<file path="src/rtl/morra_pkg.sv">
// Shared encodings for the morra arbiter: moves, round/match results and FSM states.
package morra_pkg;

  typedef enum logic [1:0] {
    MOVE_NONE    = 2'b00,
    MOVE_SASSO   = 2'b01,
    MOVE_CARTA   = 2'b10,
    MOVE_FORBICE = 2'b11
  } move_t;

  typedef enum logic [1:0] {
    MANCHE_NONE = 2'b00,
    MANCHE_P1   = 2'b01,
    MANCHE_P2   = 2'b10,
    MANCHE_DRAW = 2'b11
  } manche_t;

  typedef enum logic [1:0] {
    PARTITA_ONGOING = 2'b00,
    PARTITA_P1      = 2'b01,
    PARTITA_P2      = 2'b10,
    PARTITA_DRAW    = 2'b11
  } partita_t;

  typedef enum logic [2:0] {
    ST_IDLE,
    ST_COLLECT,
    ST_ISSUE,
    ST_CAPTURE,
    ST_REPORT,
    ST_DONE
  } state_t;

endpackage

</file>
<file path="src/rtl/arbitro_morra_if.sv">
// Player move handshakes, core drive/return and result handshake of the morra arbiter.
interface arbitro_morra_if;
  logic       p1_valid;
  logic [1:0] p1_move;
  logic       p1_ready;
  logic       p2_valid;
  logic [1:0] p2_move;
  logic       p2_ready;
  logic [1:0] core_primo;
  logic [1:0] core_secondo;
  logic       core_inizia;
  logic [1:0] core_manche;
  logic [1:0] core_partita;
  logic       res_valid;
  logic       res_ready;
  logic [1:0] res_manche;
  logic [1:0] res_partita;

  modport slave (
    input  p1_valid, p1_move, p2_valid, p2_move, core_manche, core_partita, res_ready,
    output p1_ready, p2_ready, core_primo, core_secondo, core_inizia,
           res_valid, res_manche, res_partita
  );

  modport master (
    output p1_valid, p1_move, p2_valid, p2_move, core_manche, core_partita, res_ready,
    input  p1_ready, p2_ready, core_primo, core_secondo, core_inizia,
           res_valid, res_manche, res_partita
  );
endinterface

</file>
<file path="src/rtl/morra_move_slot.sv">
// One-move buffer for a player: accepts a non-zero move while enabled and empty.
module morra_move_slot
  import morra_pkg::*;
(
  input  logic       clk,
  input  logic       rst,
  input  logic       i_en,
  input  logic       i_clear,
  input  logic       i_valid,
  input  logic [1:0] i_move,
  output logic       o_ready,
  output logic       o_load,
  output logic       o_full,
  output logic [1:0] o_move
);

  logic       r_full;
  logic [1:0] r_move;

  assign o_ready = i_en & ~r_full;
  // An invalid move completes the handshake but is dropped
  assign o_load  = i_valid & o_ready & (i_move != MOVE_NONE);
  assign o_full  = r_full;
  assign o_move  = r_move;

  always_ff @(posedge clk or posedge rst) begin
    if (rst) begin
      r_full <= 1'b0;
      r_move <= MOVE_NONE;
    end else if (i_clear) begin
      r_full <= 1'b0;
      r_move <= MOVE_NONE;
    end else if (o_load) begin
      r_full <= 1'b1;
      r_move <= i_move;
    end
  end

endmodule

</file>
<file path="src/rtl/arbitro_morra.sv">
// Morra round arbiter: collects both moves, drives the core for one cycle, reports the result.
//   state   | meaning
//   IDLE    | after reset, waiting for START
//   COLLECT | gathering moves, timeout counter runs with one move pending
//   ISSUE   | one cycle driving the move pair to the core
//   CAPTURE | core results registered, buffers cleared
//   REPORT  | result offered until RES_READY
//   DONE    | match decided, waiting for START
module arbitro_morra
  import morra_pkg::*;
#(
  parameter int TIMEOUT_CYCLES = 16
) (
  input  logic            clk,
  input  logic            rst,
  input  logic            i_start,
  output logic            o_timeout,
  output logic            o_busy,
  arbitro_morra_if.slave  bus
);

  localparam int            CW      = $clog2(TIMEOUT_CYCLES + 1);
  localparam logic [CW-1:0] CNT_MAX = CW'(TIMEOUT_CYCLES);

  state_t        r_state, w_next;
  logic [CW-1:0] r_cnt, w_cnt_next;
  logic [1:0]    r_res_manche, r_res_partita;

  logic       w_start, w_collect, w_clear, w_timeout;
  logic       w_ready1, w_load1, w_full1, w_full1_nxt;
  logic       w_ready2, w_load2, w_full2, w_full2_nxt;
  logic [1:0] w_move1, w_move2;

  // Gated so that every output is 0 while reset is held
  assign w_start     = i_start & ~rst;
  assign w_collect   = (r_state == ST_COLLECT);
  assign w_full1_nxt = w_full1 | w_load1;
  assign w_full2_nxt = w_full2 | w_load2;
  // A second move landing on the terminal-count edge wins over the timeout
  assign w_timeout   = w_collect & ~w_start & (r_cnt == CNT_MAX) &
                       (w_full1 ^ w_full2) & ~w_load1 & ~w_load2;
  assign w_clear     = w_start | w_timeout | (r_state == ST_CAPTURE);

  morra_move_slot u_slot1 (
    .clk(clk), .rst(rst), .i_en(w_collect), .i_clear(w_clear),
    .i_valid(bus.p1_valid), .i_move(bus.p1_move),
    .o_ready(w_ready1), .o_load(w_load1), .o_full(w_full1), .o_move(w_move1)
  );

  morra_move_slot u_slot2 (
    .clk(clk), .rst(rst), .i_en(w_collect), .i_clear(w_clear),
    .i_valid(bus.p2_valid), .i_move(bus.p2_move),
    .o_ready(w_ready2), .o_load(w_load2), .o_full(w_full2), .o_move(w_move2)
  );

  always_ff @(posedge clk or posedge rst) begin
    if (rst) begin
      r_state       <= ST_IDLE;
      r_cnt         <= '0;
      r_res_manche  <= MANCHE_NONE;
      r_res_partita <= PARTITA_ONGOING;
    end else begin
      r_state <= w_next;
      r_cnt   <= w_cnt_next;
      if (r_state == ST_CAPTURE && !w_start) begin
        r_res_manche  <= bus.core_manche;
        r_res_partita <= bus.core_partita;
      end
    end
  end

  always_comb begin
    w_next           = r_state;
    w_cnt_next       = '0;
    bus.core_primo   = MOVE_NONE;
    bus.core_secondo = MOVE_NONE;
    bus.core_inizia  = w_start;
    bus.res_valid    = 1'b0;
    case (r_state)
      ST_IDLE: ;
      ST_COLLECT: begin
        if (w_full1_nxt && w_full2_nxt)
          w_next = ST_ISSUE;
        else if (!w_timeout && (w_full1_nxt ^ w_full2_nxt))
          w_cnt_next = (r_cnt == CNT_MAX) ? r_cnt : r_cnt + 1'b1;
      end
      ST_ISSUE: begin
        bus.core_primo   = w_move1;
        bus.core_secondo = w_move2;
        w_next           = ST_CAPTURE;
      end
      ST_CAPTURE: w_next = ST_REPORT;
      ST_REPORT: begin
        bus.res_valid = 1'b1;
        if (bus.res_ready)
          w_next = (r_res_partita != PARTITA_ONGOING) ? ST_DONE : ST_COLLECT;
      end
      ST_DONE: ;
      default: w_next = ST_IDLE;
    endcase
    if (w_start) begin
      w_next           = ST_COLLECT;
      w_cnt_next       = '0;
      bus.core_primo   = MOVE_NONE;
      bus.core_secondo = MOVE_NONE;
    end
  end

  assign o_busy          = (r_state != ST_IDLE) && (r_state != ST_DONE);
  assign o_timeout       = w_timeout;
  assign bus.p1_ready    = w_ready1;
  assign bus.p2_ready    = w_ready2;
  assign bus.res_manche  = r_res_manche;
  assign bus.res_partita = r_res_partita;

endmodule

</file>
<file path="src/flat_wrapper.sv">
// flat-port wrapper written by rule: the top's interface ports become plain ports
module arbitro_morra_flat import morra_pkg::*;
#(
  parameter int TIMEOUT_CYCLES = 16
)
  (clk, rst, i_start, o_timeout, o_busy, bus_p1_valid, bus_p1_move, bus_p2_valid, bus_p2_move, bus_core_manche, bus_core_partita, bus_res_ready, bus_p1_ready, bus_p2_ready, bus_core_primo, bus_core_secondo, bus_core_inizia, bus_res_valid, bus_res_manche, bus_res_partita);
  arbitro_morra_if bus_i ();
  input  logic clk;
  input  logic rst;
  input  logic i_start;
  output logic o_timeout;
  output logic o_busy;
  input wire logic [$bits(bus_i.p1_valid)-1:0] bus_p1_valid;
  input wire logic [$bits(bus_i.p1_move)-1:0] bus_p1_move;
  input wire logic [$bits(bus_i.p2_valid)-1:0] bus_p2_valid;
  input wire logic [$bits(bus_i.p2_move)-1:0] bus_p2_move;
  input wire logic [$bits(bus_i.core_manche)-1:0] bus_core_manche;
  input wire logic [$bits(bus_i.core_partita)-1:0] bus_core_partita;
  input wire logic [$bits(bus_i.res_ready)-1:0] bus_res_ready;
  output wire logic [$bits(bus_i.p1_ready)-1:0] bus_p1_ready;
  output wire logic [$bits(bus_i.p2_ready)-1:0] bus_p2_ready;
  output wire logic [$bits(bus_i.core_primo)-1:0] bus_core_primo;
  output wire logic [$bits(bus_i.core_secondo)-1:0] bus_core_secondo;
  output wire logic [$bits(bus_i.core_inizia)-1:0] bus_core_inizia;
  output wire logic [$bits(bus_i.res_valid)-1:0] bus_res_valid;
  output wire logic [$bits(bus_i.res_manche)-1:0] bus_res_manche;
  output wire logic [$bits(bus_i.res_partita)-1:0] bus_res_partita;
  assign bus_i.p1_valid = bus_p1_valid;
  assign bus_i.p1_move = bus_p1_move;
  assign bus_i.p2_valid = bus_p2_valid;
  assign bus_i.p2_move = bus_p2_move;
  assign bus_i.core_manche = bus_core_manche;
  assign bus_i.core_partita = bus_core_partita;
  assign bus_i.res_ready = bus_res_ready;
  assign bus_p1_ready = bus_i.p1_ready;
  assign bus_p2_ready = bus_i.p2_ready;
  assign bus_core_primo = bus_i.core_primo;
  assign bus_core_secondo = bus_i.core_secondo;
  assign bus_core_inizia = bus_i.core_inizia;
  assign bus_res_valid = bus_i.res_valid;
  assign bus_res_manche = bus_i.res_manche;
  assign bus_res_partita = bus_i.res_partita;
  arbitro_morra #(.TIMEOUT_CYCLES(TIMEOUT_CYCLES)) u_core (.clk(clk), .rst(rst), .i_start(i_start), .o_timeout(o_timeout), .o_busy(o_busy), .bus(bus_i));
endmodule
</file>
<file path="config.mk">
export PLATFORM = sky130hd
export DESIGN_NAME = arbitro_morra_flat
export DESIGN_NICKNAME = d
export VERILOG_FILES = /design/src/rtl/morra_pkg.sv /design/src/rtl/arbitro_morra_if.sv /design/src/rtl/morra_move_slot.sv /design/src/rtl/arbitro_morra.sv /design/src/flat_wrapper.sv
export SDC_FILE = /design/constraint.sdc
export NUM_CORES = 1
export LEC_CHECK = 0
export CAP_MARGIN = 15
export CORE_ASPECT_RATIO = 0.7
export CORE_MARGIN = 2
export CORE_UTILIZATION = 35
export DETAILED_ROUTE_END_ITERATION = 8
export DONT_BUFFER_PORTS = 1
export GPL_TIMING_DRIVEN = 0
export PLACE_DENSITY = 0.56
export SYNTH_ARGS = -nofsm -noshare
export SYNTH_HDL_FRONTEND = slang
export SYNTH_SLANG_ARGS = --single-unit
</file>
<file path="constraint.sdc">
create_clock -name clk -period 2.8 [get_ports clk]
set_input_delay 0.42 -clock clk [delete_from_list [all_inputs] [get_ports clk]]
set_output_delay 0.42 -clock clk [all_outputs]
set_load 0.005 [all_outputs]
</file>
==> impl_metrics.csv <==
group,metric,value,unit
status,status,"complete, no violations",
logic_synthesis,ys_top_cells_by_area,"dfrtp_1 39%, buf_6 4.9%, a211oi_1 3.3%",
timing,relSlewSlack,53.93,%
global_route,grt_usage,14.88,%
floorplanning,rows,17,
pwr,netSwitchingFraction,38.75,%
floorplanning,num_io_pins,28,
pwr,power.internal,0.7374,mW
logic_synthesis,synthCells,108,
pwr,comb_power_share,45.7,%
global_route,grt_start_max_net_pins,19,
clock_tree,cts_buffers,3,
placed_design,gp_congestion,0.7849,
layout,syn2layout_area_growth,8.884,%
timing,hold_viol,0,
pwr,seqPwrFrac,36.5,%
floorplanning,start_util,36.69,%
logic_synthesis,syn_area,1155,µm²
global_route,grt_pass1_wl,4140,µm
clock_tree,cts_hold_buf,0,
timing,setup_tns,0,ps
global_route,grt-ovfl-total,0,
timing,fin_crit_sh,77.04,%
critical_path,startpoint_type,"flip-flop",
clock_tree,clock_sinks,18,
drt,viasPerCell,5.560,
logic_synthesis,yosysTopAreaCell,"dfrtp_1",
clock_tree,post_cts_buffers,0,
layout,fin_util,39.94,%
pwr,p_switching,0.4665,mW
critical_path,path_class,"flip-flop to output port",
global_route,grt_pass1_vias,850,
placed_design,dp.cells,146,
placed_design,hpwl,1809,µm
layout,post_layout_nonfiller_instances,150,
timing,hold_ws,151.8,ps
floorplanning,dieArea,3782,µm²
floorplanning,die_y,52.06,µm
timing,worstMarginPinSlew,690.3,ps
hold_path,holdCritPathClass,"input port to async pin",
logic_synthesis,syn_avg_cell_area,10.69,µm²
placed_design,dpl_cell_area,1202,µm²
run,max_cap_violations,0,
timing,timing.final.max_slew_violations,0,
logic_synthesis,yosysUniqueCellTypes,41,
timing,period_minus_slack,2157,ps
timing,fmax,0.4636,GHz
pwr,max-vdd-ir-drop,0.3371,mV
placed_design,portBuffers,0,
critical_path,worstPathArrival,1740,ps
drt,drt_pass1_iterations,4,
global_route,antenna_found_initial,0,
placed_design,dp_slack,747.5,ps
layout,nets,130,
layout,num_antenna_cells,0,
timing,fin_worst_skew,8.208,ps
timing,setup_ws,642.9,ps
pwr,power.leakage,0.5246,nW
timing,finalSetupViolCount,0,
drt,num_vias,834,
pwr,powerDensity,957.5,nW/µm²
layout,fillCellCount,309,
critical_path,cp.required,2380,ps
logic_synthesis,synthDominantCellAreaShare,39.00,%
drt,drt_wl_total,2389,µm
drt,drt-wirelength-per-cell,15.93,µm
clock_tree,insertion_delay,260,ps
critical_path,end_kind,"output port",
clock_tree,clkSlewWorstSetupHoldPaths,70,ps
pwr,p_clk_share,17.8,%
layout,drive_above_1_share,19.64,%
timing,rsz0062_at_grt,"false",
logic_synthesis,ys_seq_area_share,39.00,%
drt,drc,0,
drt,ant_nets,0,
clock_tree,clockBufferDepth,2,
clock_tree,cts_resized,0,
clock_tree,clockRootBuffer,"clkbuf_8",
floorplanning,fp.dieW,72.66,µm
clock_tree,cts_max_level,1,
floorplanning,core-area,3148,µm²
clock_tree,cts_tree,"yes",
drt,drt_iter0_drc,50,
logic_synthesis,ys_ff_latch,18,
critical_path,worstPathMaxFanout,9,
logic_synthesis,syn_nets,125,
logic_synthesis,ys_warn_count,0,
layout,stdcell_area,1257,µm²
pwr,power,1.204,mW
[logic make-up (layout without fill, tap and decap cells)]
logic type / count (synthesis) / after routing / share of synthesized area (%)
multiplexers: 5 / 5 / 4.767
buffers and inverters: 15 / 19 / 8.233
adder cells (fa/ha/maj): 3 / 3 / 3.251
AO/OA/AOI/OAI: 25 / 25 / 18.53
AND/OR/NAND/NOR: 37 / 37 / 22.43
XOR/XNOR: 5 / 5 / 3.793
flip-flops: 18 / 18 / 39.00
[layout make-up]
type                            count  area (µm²)  area share [%]
Buffer                              6       61.31           4.876
Clock buffer                        4       55.05           4.378
Tap cell                           38       47.55           3.781
Inverter                            9       33.78           2.687
Sequential cell                    18       450.4           35.82
Multi-Input combinational cell     75       609.3           48.46
[routing by layer]
metal | global-route usage, % | wire length (µm) | up-vias
li1 | - | - | 403
met1 | 21.03 | 1198 | 397
met2 | 20.00 | 965 | 30
met3 | 6.008 | 191 | 4
met4 | 5.556 | 34 | 0
met5 | 0 | 0 | -
[worst max-delay path, stage by stage, from the launching register on]
cell and delay [ps]:
dfrtp_1 390, inv_1 100, ha_1 140, nor4bb_2 220, buf_6 180, and2_4 150, buf_6 120, and3_1 180
[synth_stat cells, drive strengths merged]
master	count
mux2i	1
nand3	7
nor2	1
nor3b	2
a221oi	6
nor4b	2
o21ba	1
nand4b	1
a211oi	6
o21ai	2
a311o	1
buf	6
nand2	7
o311ai	1
nor3	1
dfrtp	18
ha	3
o31ai	4
o221ai	1
nand3b	1
nand2b	5
nor2b	2
and3	1
mux2	4
xnor2	2
nor4bb	1
and2	5
inv	9
a22oi	1
xor2	3
a22o	1
a21oi	1
or3b	1
[state kept, by name, indices dropped and copies added, names as in the netlist]
| register | flops |
|---|---|
| u_core.r_state | 3 |
| u_core.u_slot2.o_move | 2 |
| u_core.r_cnt | 5 |
| u_core.u_slot2.o_full | 1 |
| u_core.u_slot1.o_move | 2 |
| u_core.bus.res_manche | 2 |
| u_core.bus.res_partita | 2 |
| u_core.u_slot1.o_full | 1 |
[cell usage in the layout (no fill, tap or decap), drive strengths merged, types with 3 or more instances in the layout]
master  netlist  final
inv           9      9
xor2          3      3
clkbuf        0      4
nand2         7      7
a211oi        6      6
a221oi        6      6
mux2          4      4
o31ai         4      4
nand2b        5      5
nand3         7      7
buf           6      6
and2          5      5
dfrtp        18     18
ha            3      3
[path summary, 6_finish.rpt]
kind                                     startpoint                        end  slack, ps  cells past startpoint
hold reg to reg            u_core.bus.res_manche[1]   u_core.bus.res_manche[1]        530                      1
min in group clk                bus_core_partita[1]  u_core.bus.res_partita[1]        300                      1
max in group asynchronous                       rst          u_core.r_state[2]       2200                      1
setup reg to reg                  u_core.r_state[1]            u_core.r_cnt[1]        770                      7
setup / recovery                    u_core.r_cnt[0]                  o_timeout        640                      7
hold / removal                                  rst      u_core.u_slot1.o_full        150                      1
[power by group through the flow]
stage | registers (mW) | clock network [mW] | logic, mW
global placement | 0.441 | 0 | 0.540
finish | 0.440 | 0.215 | 0.550
global route | 0.456 | 0.242 | 0.616
detailed placement | 0.444 | 0 | 0.553
CTS | 0.441 | 0.224 | 0.553
floorplan | 0.419 | 0 | 0.462
Note: power is estimated with default switching activity, not from simulation.
